<file path="config.mk">
export PLATFORM = sky130hd
export DESIGN_NAME = alu_issue_stage
export DESIGN_NICKNAME = d
export VERILOG_FILES = /design/src/rtl/alu_pkg.sv /design/src/rtl/alu_op_decoder.sv /design/src/rtl/alu_issue_stage.sv
export SDC_FILE = /design/constraint.sdc
export NUM_CORES = 1
export LEC_CHECK = 0
export CAP_MARGIN = 5
export CORE_MARGIN = 2
export CORE_UTILIZATION = 39
export DETAILED_ROUTE_END_ITERATION = 8
export PLACE_DENSITY_LB_ADDON = 0.25
export SLEW_MARGIN = 40
export SYNTH_ARGS = -nofsm -noshare
export SYNTH_HDL_FRONTEND = slang
export SYNTH_SLANG_ARGS = --single-unit
</file>
<file path="constraint.sdc">
create_clock -name iClk -period 4.2 [get_ports iClk]
set_input_delay 0.84 -clock iClk [delete_from_list [all_inputs] [get_ports iClk]]
set_output_delay 0.84 -clock iClk [all_outputs]
set_load 0.1 [all_outputs]
</file>
<file path="src/rtl/alu_pkg.sv">
// Shared definitions for the ALU and its issue stage: ALU op codes, RV32I
// opcodes, branch kinds and the decoder output record.
package alu_pkg;

  localparam logic [3:0] ALU_ADD  = 4'b0000;
  localparam logic [3:0] ALU_SUB  = 4'b1000;
  localparam logic [3:0] ALU_SLL  = 4'b0001;
  localparam logic [3:0] ALU_SRL  = 4'b1001;
  localparam logic [3:0] ALU_SRA  = 4'b1101;
  localparam logic [3:0] ALU_SLT  = 4'b0010;
  localparam logic [3:0] ALU_SLTU = 4'b0011;
  localparam logic [3:0] ALU_XOR  = 4'b0100;
  localparam logic [3:0] ALU_OR   = 4'b0110;
  localparam logic [3:0] ALU_AND  = 4'b0111;

  localparam logic [6:0] OPC_OP     = 7'b0110011;
  localparam logic [6:0] OPC_OP_IMM = 7'b0010011;
  localparam logic [6:0] OPC_LOAD   = 7'b0000011;
  localparam logic [6:0] OPC_STORE  = 7'b0100011;
  localparam logic [6:0] OPC_JALR   = 7'b1100111;
  localparam logic [6:0] OPC_LUI    = 7'b0110111;
  localparam logic [6:0] OPC_AUIPC  = 7'b0010111;
  localparam logic [6:0] OPC_JAL    = 7'b1101111;
  localparam logic [6:0] OPC_BRANCH = 7'b1100011;

  typedef enum logic [2:0] {
    BR_NONE, BR_EQ, BR_NE, BR_LT, BR_GE, BR_LTU, BR_GEU
  } br_kind_e;

  typedef enum logic [1:0] {SEL_A_ZERO, SEL_A_RS1, SEL_A_PC} sel_a_e;
  typedef enum logic [1:0] {SEL_B_ZERO, SEL_B_RS2, SEL_B_IMM} sel_b_e;

  typedef struct packed {
    sel_a_e     sel_a;
    sel_b_e     sel_b;
    logic [3:0] alu_op;
    logic       branch;
    br_kind_e   br_kind;
    logic       illegal;
  } dec_t;

  // Branch condition from the ALU outputs; SLT/SLTU report their answer in bit 0.
  function automatic logic resolve_taken(input br_kind_e kind, input logic zero,
                                         input logic lsb);
    case (kind)
      BR_EQ:         return zero;
      BR_NE:         return !zero;
      BR_LT, BR_LTU: return lsb;
      BR_GE, BR_GEU: return !lsb;
      default:       return 1'b0;
    endcase
  endfunction

endpackage

</file>
<file path="src/rtl/alu_op_decoder.sv">
// Combinational RV32I decode: opcode/funct fields to operand selects, ALU op,
// branch kind and illegal flag.
module alu_op_decoder
  import alu_pkg::*;
(
  input  logic [6:0] opcode,
  input  logic [2:0] funct3,
  input  logic       funct7b5,
  output dec_t       dec
);

  always_comb begin
    // NOTE: every field gets a default first so no path through the case
    // leaves an output unassigned and infers a latch.
    dec         = '0;
    dec.sel_a   = SEL_A_ZERO;
    dec.sel_b   = SEL_B_ZERO;
    dec.alu_op  = ALU_ADD;
    dec.br_kind = BR_NONE;

    case (opcode)
      OPC_OP: begin
        dec.sel_a = SEL_A_RS1;
        dec.sel_b = SEL_B_RS2;
        if (funct7b5 && !(funct3 == 3'b000 || funct3 == 3'b101)) begin
          dec.illegal = 1'b1;
        end else if (funct3 == 3'b101) begin
          // SRL sits at 1001 in the shared encoding, so shifts pick by b5.
          dec.alu_op = funct7b5 ? ALU_SRA : ALU_SRL;
        end else begin
          dec.alu_op = {funct7b5, funct3};
        end
      end
      OPC_OP_IMM: begin
        dec.sel_a = SEL_A_RS1;
        dec.sel_b = SEL_B_IMM;
        if (funct3 == 3'b101) dec.alu_op = funct7b5 ? ALU_SRA : ALU_SRL;
        else                  dec.alu_op = {1'b0, funct3};
        dec.illegal = (funct3 == 3'b001) && funct7b5;
      end
      OPC_LOAD, OPC_STORE, OPC_JALR: begin
        dec.sel_a = SEL_A_RS1;
        dec.sel_b = SEL_B_IMM;
      end
      OPC_LUI: begin
        dec.sel_b = SEL_B_IMM;
      end
      OPC_AUIPC, OPC_JAL: begin
        dec.sel_a = SEL_A_PC;
        dec.sel_b = SEL_B_IMM;
      end
      OPC_BRANCH: begin
        dec.sel_a  = SEL_A_RS1;
        dec.sel_b  = SEL_B_RS2;
        dec.branch = 1'b1;
        case (funct3)
          3'b000: begin dec.alu_op = ALU_SUB;  dec.br_kind = BR_EQ;  end
          3'b001: begin dec.alu_op = ALU_SUB;  dec.br_kind = BR_NE;  end
          3'b100: begin dec.alu_op = ALU_SLT;  dec.br_kind = BR_LT;  end
          3'b101: begin dec.alu_op = ALU_SLT;  dec.br_kind = BR_GE;  end
          3'b110: begin dec.alu_op = ALU_SLTU; dec.br_kind = BR_LTU; end
          3'b111: begin dec.alu_op = ALU_SLTU; dec.br_kind = BR_GEU; end
          default: dec.illegal = 1'b1;
        endcase
      end
      default: dec.illegal = 1'b1;
    endcase
  end

endmodule

</file>
<file path="src/rtl/alu_issue_stage.sv">
// Two-stage valid/ready front end for the ALU: S1 holds decoded operands that
// feed the ALU, S2 captures the ALU result and resolved branch outcome.
module alu_issue_stage
  import alu_pkg::*;
(
  input  logic        iClk,
  input  logic        iRst,
  input  logic        iValid,
  output logic        oReady,
  input  logic [6:0]  iOpcode,
  input  logic [2:0]  iFunct3,
  input  logic        iFunct7b5,
  input  logic [31:0] iPc,
  input  logic [31:0] iRs1Data,
  input  logic [31:0] iRs2Data,
  input  logic [31:0] iImm,
  output logic [31:0] oAluA,
  output logic [31:0] oAluB,
  output logic [3:0]  oAluOp,
  input  logic [31:0] iAluData,
  input  logic        iAluZero,
  output logic        oValid,
  input  logic        iReady,
  output logic [31:0] oResult,
  output logic        oBranch,
  output logic        oTaken,
  output logic        oIllegal
);

  dec_t        dec;
  logic [31:0] a_next;
  logic [31:0] b_next;

  logic        s1_valid;
  logic [31:0] s1_a;
  logic [31:0] s1_b;
  logic [3:0]  s1_op;
  logic        s1_branch;
  br_kind_e    s1_br_kind;
  logic        s1_illegal;

  logic        s2_valid;
  logic [31:0] s2_result;
  logic        s2_branch;
  logic        s2_taken;
  logic        s2_illegal;

  logic        s1_adv;
  logic        s2_adv;

  alu_op_decoder u_decoder (
    .opcode   (iOpcode),
    .funct3   (iFunct3),
    .funct7b5 (iFunct7b5),
    .dec      (dec)
  );

  always_comb begin
    a_next = '0;
    b_next = '0;
    case (dec.sel_a)
      SEL_A_RS1: a_next = iRs1Data;
      SEL_A_PC:  a_next = iPc;
      default:   a_next = '0;
    endcase
    case (dec.sel_b)
      SEL_B_RS2: b_next = iRs2Data;
      SEL_B_IMM: b_next = iImm;
      default:   b_next = '0;
    endcase
  end

  assign s2_adv = !s2_valid || iReady;
  assign s1_adv = !s1_valid || s2_adv;
  assign oReady = s1_adv;

  // NOTE: sequential state uses non-blocking assignments so every register
  // samples pre-edge values regardless of block evaluation order.
  always_ff @(posedge iClk or posedge iRst) begin
    if (iRst) begin
      s1_valid   <= 1'b0;
      s1_a       <= '0;
      s1_b       <= '0;
      s1_op      <= ALU_ADD;
      s1_branch  <= 1'b0;
      s1_br_kind <= BR_NONE;
      s1_illegal <= 1'b0;
    end else if (s1_adv) begin
      s1_valid <= iValid;
      if (iValid) begin
        s1_a       <= a_next;
        s1_b       <= b_next;
        s1_op      <= dec.alu_op;
        s1_branch  <= dec.branch;
        s1_br_kind <= dec.br_kind;
        s1_illegal <= dec.illegal;
      end
    end
  end

  // Payload only loads alongside valid, so held outputs cannot glitch.
  always_ff @(posedge iClk or posedge iRst) begin
    if (iRst) begin
      s2_valid   <= 1'b0;
      s2_result  <= '0;
      s2_branch  <= 1'b0;
      s2_taken   <= 1'b0;
      s2_illegal <= 1'b0;
    end else if (s2_adv) begin
      s2_valid <= s1_valid;
      if (s1_valid) begin
        s2_result  <= iAluData;
        s2_branch  <= s1_branch;
        s2_taken   <= resolve_taken(s1_br_kind, iAluZero, iAluData[0]);
        s2_illegal <= s1_illegal;
      end
    end
  end

  assign oAluA    = s1_a;
  assign oAluB    = s1_b;
  assign oAluOp   = s1_op;
  assign oValid   = s2_valid;
  assign oResult  = s2_result;
  assign oBranch  = s2_branch;
  assign oTaken   = s2_taken;
  assign oIllegal = s2_illegal;

endmodule
</file>
# After elaboration in Yosys (flattened, before gate mapping)
# Index checks and enable logic that the tools add are counted.
# word_totals
ff_bits,110
input_bits,176
output_inout_bits,105
wordCells,76
# op_classes
n_eq_ne,24
muxes,16
n_reduce_logical,24
# op_table
operator,count
$pmux W32 S2,2
$pmux W4 S3,2
$eq A3 B3 Y1 const B,7
$eq A7 B6 Y1 const B,3
$eq A7 B7 Y1 const B,3
$pmux W3 S6,1
$reduce_or A6 Y1,3
$mux W4,4
$eq A7 B5 Y1 const B,2
$reduce_or A2 Y1,7
$pmux W1 S4,2
$pmux W2 S2,2
$eq A7 B2 Y1 const B,1
$reduce_or A7 Y1,1
$eq A3 B1 Y1 const B,2
$eq A3 B2 Y1 const B,2
$logic_not A1 Y1,5
$eq A2 B1 Y1 const B,2
$eq A2 B2 Y1 const B,2
$reduce_and A2 Y1,2
$logic_not A3 Y1,1
$logic_or A1 B1 Y1,3
$mux W3,1
$logic_and A1 B1 Y1,2
$mux W1,2

# Longest topological paths before layout
# Gate-level depths: netlist of run 1.
# depth
word_depth,6
depth_mapped,8
depth_no_buf,7

# Modules after synthesis
# Synthesis of run 1 repeated with hierarchy kept, for this count alone.
# hier_totals
cells_unflattened,449
hier_area_um2,5546.6
# modules_own_cells
mod,instances,cells_per_inst,area_per_inst_um2,seq_area_each_um2
alu_issue_stage,1,395,5211.2,2752.6
alu_op_decoder,1,54,335.3,0.0

# Worst setup path before layout of run 1
# OpenSTA, ideal clock, no wires.
# synth_timing
path_kind,reg2reg
start,register s2_valid (netlist: oValid)
end,register s1_a[30] (netlist: oAluA[30])
setup_time_ns,0.096
arrival_ns,2.985
t_required_ns,4.104
path_slack_ns,1.120
stages_incl_launch_ff,7
n_path_buf,2
synth_period_minus_slack_ns,3.080
cell_sequence,dfrtp_1 > nand3b_1 > nand2_1 > buf_4 > buf_2 > nand2_1 > o31ai_1
# synth_between
elab_chain_cells,4
# synth_lines
item,line_no,text
"start, declared",alu_issue_stage.sv:42,logic s2_valid;
"start signal, assigned",alu_issue_stage.sv:110,s2_valid <= s1_valid;
$logic_not A1 Y1,alu_issue_stage.sv:73,assign s2_adv = !s2_valid || iReady;
$logic_or A1 B1 Y1,alu_issue_stage.sv:73,
$logic_or A1 B1 Y1,alu_issue_stage.sv:74,assign s1_adv = !s1_valid || s2_adv;
net oReady,alu_issue_stage.sv:9,"output logic oReady,"
$reduce_and A2 Y1 (no line),--,
"end signal, assigned",alu_issue_stage.sv:91,s1_a <= a_next;
"end, declared",alu_issue_stage.sv:35,logic [31:0] s1_a;
# The timed path passes the listed nets, and every way through them passes these cells.
# A chain may end at the register's enable or synchronous reset.

# Worst setup path in the final report of run 1
# layout_timing
start,input iOpcode[4]
end,register s1_a[30] (netlist: oAluA[30])
# layout_between
elab_chain_cells,5
elab_cells_between_ends,14
classes_between,eq/ne: 10; mux: 2; reduce/logical: 2
# layout_lines
item,line_no,text
"start, declared",alu_issue_stage.sv:10,"input logic [6:0] iOpcode,"
"$eq A7 B6 Y1, or another cell as far along",alu_op_decoder.sv:21,case (opcode)
$reduce_or A6 Y1 (no line) / $reduce_or A2 Y1 (equally long branches),--,
$pmux W2 S2 *,alu_op_decoder.sv:21,
$eq A2 B2 Y1 / $eq A2 B1 Y1 (equally long branches),alu_issue_stage.sv:61,case (dec.sel_a)
$pmux W32 S2 *,alu_issue_stage.sv:61,
# Mark *: on every way between the ends. The rest lies on a longest branch, timed or not.

==> out/qor.yml, run 1 <==
sta:
  worst_slack_ps: 1270
  post-route-min-period_ps: 2930
  worstMarginPinSlew_ps: 671
  maxSlewViolCount: 0
  fmax_ghz: 0.341
  hold_viol: 0
  rsz0062_at_grt: "no"
  setup_viol: 0
  finalSetupTns_ps: 0
  slew_headroom: 0.553
  timing.final.crit_share: 0.697
  skew_ps: 3.88
synth:
  ys.flop_type: "dfrtp_1"
  yosysMostFrequentCell: "dfrtp_1"
  yosys-top-cells-count: "110 x dfrtp_1, 81 x nand2_1, 65 x o31ai_1, 64 x a22oi_1, 33 x mux2_2"
  netlist_area_um2: 5050
  ys_seq_elements: 110
  synth_enable_flop_cells: 0
  synthesis.nets: 644
  syn_area_per_cell_um2: 10.9
  synthTopCellsByArea: "dfrtp_1 55%, o31ai_1 9.7%, a22oi_1 9.5%"
  synth-seq-area-share: 0.545
  syn_inst: 464
  synth_largest_area_cell: "dfrtp_1"
  synth_top_area_frac: 0.545
  yosys_warnings: 0
  async_reset_ff_frac: 1.00
  yosysUniqueCellTypes: 38
setup_path:
  start_kind: "input port"
  cpPeakStageDelay_ps: 620
  setup.worst_path.start: "iOpcode[4]"
  cp-end-kind: "flop"
  crit_chain: "clkdlybuf4s50_1, and3b_1, a32o_1, nor3b_1, inv_1, ha_2, a22oi_1, o31ai_1"
  r2r_cells: 4
  worstSetupPathType: "input port to flop"
  critPathRequiredTime_ps: 4440
  rrSetupSlack_ps: 2400
  path_max_fanout: 32
  crit_end: "oAluA[30]"
  slowest_stage: "clkdlybuf4s50_1"
  timing.rr.start: "s1_valid"
  arrival_ps: 3170
  reg2reg_to: "oAluB[21]"
grt:
  grt_max_degree: 87
  antenna_found_initial: 0
  grt_pass1_vias: 4740
  globalRoute.totalOverflow: 0
  grt_pass1_wl_mm: 24.6
  grtUsageTotal: 0.223
clock_network:
  postCtsSetupRepairBufs: 0
  htreeDepth: 3
  clockBufferDepth: 2
  cts_tree: "built"
  worstSkewPairLatency_ps: 340
  cts_made_buffers: 9
  cts_resized: 0
  cts_hold_buf: 0
  cts.sinks: 110
  cts_root_buf: "clkbuf_16"
  clk_pin_slew_ps: 70
floorplan:
  core_um2: 12600
  io_pins: 281
  rows: 41
  die-width_um: 118
  dieArea_um2: 13900
  dieHeight_um: 118
  start_util: 0.400
cells_and_area:
  layout.nets: 904
  synthToLayoutAreaGrowth_pct: 53.8
  drive_gt1_frac: 0.234
  n_fill_cell: 1065
  antennaDiodeCount: 0
job:
  drv_cap: 0
routing:
  drt_iter0_drc: 217
  drt_pass1_iterations: 5
  antenna_left: 0
  num_vias: 4690
  routedWlPerCell_um: 17.1
  drc_errors: 0
  routed_via_density: 5.21
  drt-total-wl_mm: 15.4
placement:
  io_buffers: 280
  gp_congestion: 0.784
  place_ws_ps: 882
  place.detailed.hpwl_mm: 11.5
power:
  p_per_area_nw_per_um2: 368
  peakVddDrop_mv: 0.165
  power.leakage_nw: 3.37
outcome:
  status: "finished clean"
worst_hold_path:
  min_path_type: "flop to flop"
==> sequential cells by signal, indices dropped and copies added (netlist names) <==
register    cells
oAluA          32
oAluB          32
oResult        32
oAluOp          4
s1_br_kind      3
oBranch         1
oIllegal        1
oTaken          1
oValid          1
s1_branch       1
s1_illegal      1
s1_valid        1
==> how the worst min path moves through the flow <==
stage                      to  slack, ps  depth (start not counted)  startpoint
CTS                 oAluB[13]        480                          2   oAluB[13]
finish              oAluB[10]        470                          2   oAluB[10]
detailed placement  oAluB[13]        460                          2   oAluB[13]
global placement     oAluA[0]        460                          2    oAluA[0]
floorplan           s1_branch        440                          2   s1_branch
global route        oAluB[13]        500                          2   oAluB[13]
==> where the power goes <==
part	total, mW	leakage (nW)	internal (mW)	switching, mW
registers	1.14	1.45	1.12	0.0267
logic	0.864	1.79	0.255	0.609
clock network	0.845	0.141	0.474	0.371
==> worst max-delay path, delay by kind of cell <==
family | cells | cell delay (ps)
AND/OR/NAND/NOR | 2 | 410
buffers and inverters | 2 | 680
adder cells (fa/ha/maj) | 1 | 610
AO/OA/AOI/OAI | 3 | 600
==> cells in the final DEF (no fill, tap or decap), drive strengths merged <==
master | netlist | final
clkinv | 0 | 2
and4bb | 1 | 1
or3 | 1 | 1
nor3b | 2 | 2
nand4 | 2 | 2
xor2 | 1 | 1
nor2 | 8 | 8
mux2i | 1 | 1
o31ai | 65 | 65
a32o | 1 | 1
o211ai | 3 | 3
nand2 | 81 | 81
ha | 4 | 4
buf | 14 | 111
clkdlybuf4s50 | 0 | 175
nand4b | 1 | 1
xnor2 | 2 | 2
dfrtp | 110 | 110
mux2 | 33 | 33
a31oi | 4 | 4
nand2b | 5 | 5
a31o | 1 | 1
a21oi | 6 | 6
and3 | 1 | 1
nand3 | 2 | 2
a22oi | 64 | 64
clkbuf | 23 | 11
clkinvlp | 0 | 1
and3b | 1 | 1
and2b | 1 | 1
o21ai | 9 | 9
and2 | 2 | 2
nand3b | 2 | 2
bufinv | 0 | 1
o2111ai | 2 | 2
a21o | 1 | 1
inv | 10 | 10
==> kinds of logic after synthesis <==
family,Yosys count,share of synthesized area
buf+inv,47,0.0419
fa+ha+maj,4,0.00992
compound gates,156,0.225
flops,110,0.545
simple gates,110,0.0969
xor+xnor,3,0.00521
mux,34,0.0756
==> metal layers <==
layer	GRT usage	share of wire	up-vias
met5	0	0	-
li1	-	-	2235
met1	0.267	0.40	2236
met3	0.0664	0.082	13
met2	0.387	0.51	206
met4	0.0700	0.014	0
==> metrics by stage <==
step	util	power [mW]	cell area, um2	hold slack (ps)	cells
finish	0.615	2.85	7760	474	900
global route	0.615	2.96	7760	500	900
CTS	0.614	2.88	7750	477	900
detailed placement	0.591	2.03	7460	461	885
global placement	0.631	2.08	7970	460	885
floorplan	-	1.76	5050	442	464
==> layout make-up <==
| class | count | area (um2) | share of cell area |
|---|---|---|---|
| inverters | 10 | 42.5 | 0.00548 |
| flip-flops and latches | 110 | 2750 | 0.355 |
| repair buffers | 286 | 2350 | 0.303 |
| well taps | 172 | 215 | 0.0277 |
| clock buffers | 11 | 243 | 0.0313 |
| multi-input cells | 307 | 2110 | 0.272 |
| clock inverters | 4 | 47.5 | 0.00613 |
No activity file was read; power rests on OpenSTA's default activity.
==> inputs of run 2 (changes only) <==
--- a/config.mk
+++ b/config.mk
@@ -7,7 +7,7 @@
 export LEC_CHECK = 0
 export CAP_MARGIN = 5
 export CORE_MARGIN = 2
-export CORE_UTILIZATION = 39
+export CORE_UTILIZATION = 35
 export DETAILED_ROUTE_END_ITERATION = 8
 export PLACE_DENSITY_LB_ADDON = 0.25
 export SLEW_MARGIN = 40
==> constraint.sdc (replaced) <==
create_clock -name iClk -period 2.45 [get_ports iClk]
set_input_delay 0.49 -clock iClk [delete_from_list [all_inputs] [get_ports iClk]]
set_output_delay 0.49 -clock iClk [all_outputs]
set_load 0.1 [all_outputs]
==> out/qor.yml, run 2 (synthesis results as in run 1) <==
outcome:
  status: "finished clean"  # unchanged
routing:
  drt-total-wl_mm: 15.9  # was 15.4 mm
  routed_via_density: 5.12  # was 5.21
  routedWlPerCell_um: 17.1  # about the same
  wl_met3_mm: 1.58  # was 1.27 mm
  wl_met2_mm: 7.97  # was 7.78 mm
  drc_errors: 0  # unchanged
  wl_met1_mm: 5.99  # was 6.12 mm
  num_vias: 4756  # was 4690
  drt_iter0_drc: 191  # was 217
  highest_layer: "met4"  # unchanged
  antenna_left: 0  # unchanged
  drt_pass1_iterations: 4  # was 5
clock_network:
  cts_root_buf: "clkbuf_16"  # unchanged
  cts.sinks: 110  # unchanged
  cts_hold_buf: 0  # unchanged
  htreeDepth: 3  # unchanged
  postCtsSetupRepairBufs: 0  # unchanged
  worstSkewPairLatency_ps: 350  # was 340 ps
  clockBufferDepth: 2  # unchanged
  cts_resized: 0  # unchanged
  clk_pin_slew_ps: 70  # about the same
  cts_tree: "built"  # unchanged
  cts_made_buffers: 9  # unchanged
placement:
  place.detailed.hpwl_mm: 12.2  # was 11.5 mm
  io_buffers: 280  # unchanged
  placed_cells: 913  # was 885
  place_ws_ps: -172  # was 882 ps
  postPlaceCellArea_um2: 8000  # was 7460 um2
  gp_congestion: 0.926  # was 0.784
cells_and_area:
  final_common_cell: "clkdlybuf4s50_1"  # unchanged
  layout.nets: 924  # was 904
  instances_no_fill: 929  # was 900
  synthToLayoutAreaGrowth_pct: 64.7  # was 53.8%
  n_fill_cell: 1230  # was 1065
  antennaDiodeCount: 0  # unchanged
  design_area_um2: 8310  # was 7760 um2
  final_util: 0.594  # was 0.615
  drive_gt1_frac: 0.250  # was 0.234
  layout_common_cells: "175 x clkdlybuf4s50_1, 119 x buf_4, 109 x dfrtp_1, 80 x nand2_1, 65 x o31ai_1"  # was 175 x clkdlybuf4s50_1, 110 x dfrtp_1, 104 x buf_2, 80 x nand2_1, 65 x o31ai_1
sta:
  fmax_ghz: 0.449
  holdWs_ps: 476  # was 474 ps
  setup_viol: 0  # unchanged
  hold_viol: 0  # unchanged
  worst_slack_ps: 223  # was 1270 ps
  rsz0062_at_grt: "no"  # unchanged
  slew_headroom: 0.580  # was 0.553
  timing.final.crit_share: 0.909
  skew_ps: 10.7  # was 3.88 ps
  post-route-min-period_ps: 2230
  finalSetupTns_ps: 0  # unchanged
  worstMarginPinSlew_ps: 629  # was 671 ps
  maxSlewViolCount: 0  # unchanged
power:
  peakVddDrop_mv: 0.421  # was 0.165 mV
  p_sw_frac: 0.344  # was 0.353
  power.leakage_nw: 3.54  # was 3.37 nW
  comb_power_share: 0.310  # was 0.303
  pwr-share-clk: 0.304  # was 0.296
  netSwitchingPower_mw: 1.75  # was 1.01 mW
  power_mw: 5.10  # was 2.85 mW
  p_per_area_nw_per_um2: 614  # was 368 nW/um2
  pwr-share-seq: 0.385  # was 0.401
  p_int_mw: 3.35  # was 1.85 mW
setup_path:
  reg2reg_to: "oAluB[8]"  # was oAluB[21]
  worstSetupPathType: "input port to flop"  # unchanged
  critPathRequiredTime_ps: 2690  # was 4440 ps
  start_kind: "input port"  # unchanged
  cp-end-kind: "flop"  # unchanged
  path_max_fanout: 32  # unchanged
  timing.rr.start: "oValid"  # was s1_valid
  rrSetupSlack_ps: 1040  # was 2400 ps
  r2r_cells: 4  # unchanged
  arrival_ps: 2470  # was 3170 ps
grt:
  antenna_found_initial: 0  # unchanged
  grt_pass1_vias: 4762  # was 4740
  grtUsageTotal: 0.201  # was 0.223
  grt_pass1_wl_mm: 23.4  # was 24.6 mm
  grt_max_degree: 60  # was 87
  globalRoute.totalOverflow: 0  # unchanged
worst_hold_path:
  min_path_type: "flop to flop"  # unchanged
  min_path_cells: 2  # unchanged
  hold_path_end: "oAluB[26]"  # was oAluB[10]
  hold_start: "oAluB[26]"  # was oAluB[10]
floorplan:
  io_pins: 281  # unchanged
  start_util: 0.361  # was 0.400
  dieArea_um2: 15400  # was 13900 um2
  core_um2: 14000  # was 12600 um2
  dieHeight_um: 124  # was 118 um
  die-width_um: 124  # was 118 um
  rows: 43  # was 41
job:
  drv_cap: 0  # unchanged
## run 2: routing by layer
metal	global-route usage	vias to the layer above
li1	-	2274
met1	0.228	2242
met2	0.348	216
met3	0.0655	24
met4	0.0787	0
met5	0	-
## run 2: worst max path at each step
stage | to | from | cells past startpoint | slack (ps)
detailed placement | oAluB[9] | iOpcode[4] | 9 | -170
global placement | oAluA[27] | iOpcode[4] | 9 | -70
finish | oAluB[8] | iOpcode[4] | 9 | 220
CTS | oAluB[9] | iOpcode[4] | 9 | 190
floorplan | oAluB[10] | oValid | 6 | -160
global route | oAluB[8] | iOpcode[4] | 9 | 80
## run 2: critical path, cell delays in order
cell and delay (ps):
clkdlybuf4s50_1 510, buf_4 140, o21ai_0 100, a31o_2 240, a21oi_1 200, ha_1 230
buf_12 200, a22oi_1 110, o31ai_1 240
## run 2: power by group through the flow
stage / registers [mW] / clock network [mW] / logic (mW)
2_1_floorplan: 2.73 / 0 / 0.290
3_3_place_gp: 2.00 / 0 / 1.58
3_5_place_dp: 2.00 / 0 / 1.59
4_1_cts: 1.97 / 1.59 / 1.60
5_1_grt: 1.98 / 1.68 / 1.66
6_report: 1.97 / 1.55 / 1.58
## run 2: cell type report
type / instances / area, um2 / share of cell area
Clock inverter: 5 / 83.8 / 0.0101
Timing Repair Buffer: 306 / 2890 / 0.347
Inverter: 10 / 41.3 / 0.00497
Clock buffer: 11 / 233 / 0.0280
Multi-Input combinational cell: 307 / 2090 / 0.252
Sequential cell: 110 / 2750 / 0.331
Tap cell: 180 / 225 / 0.0271
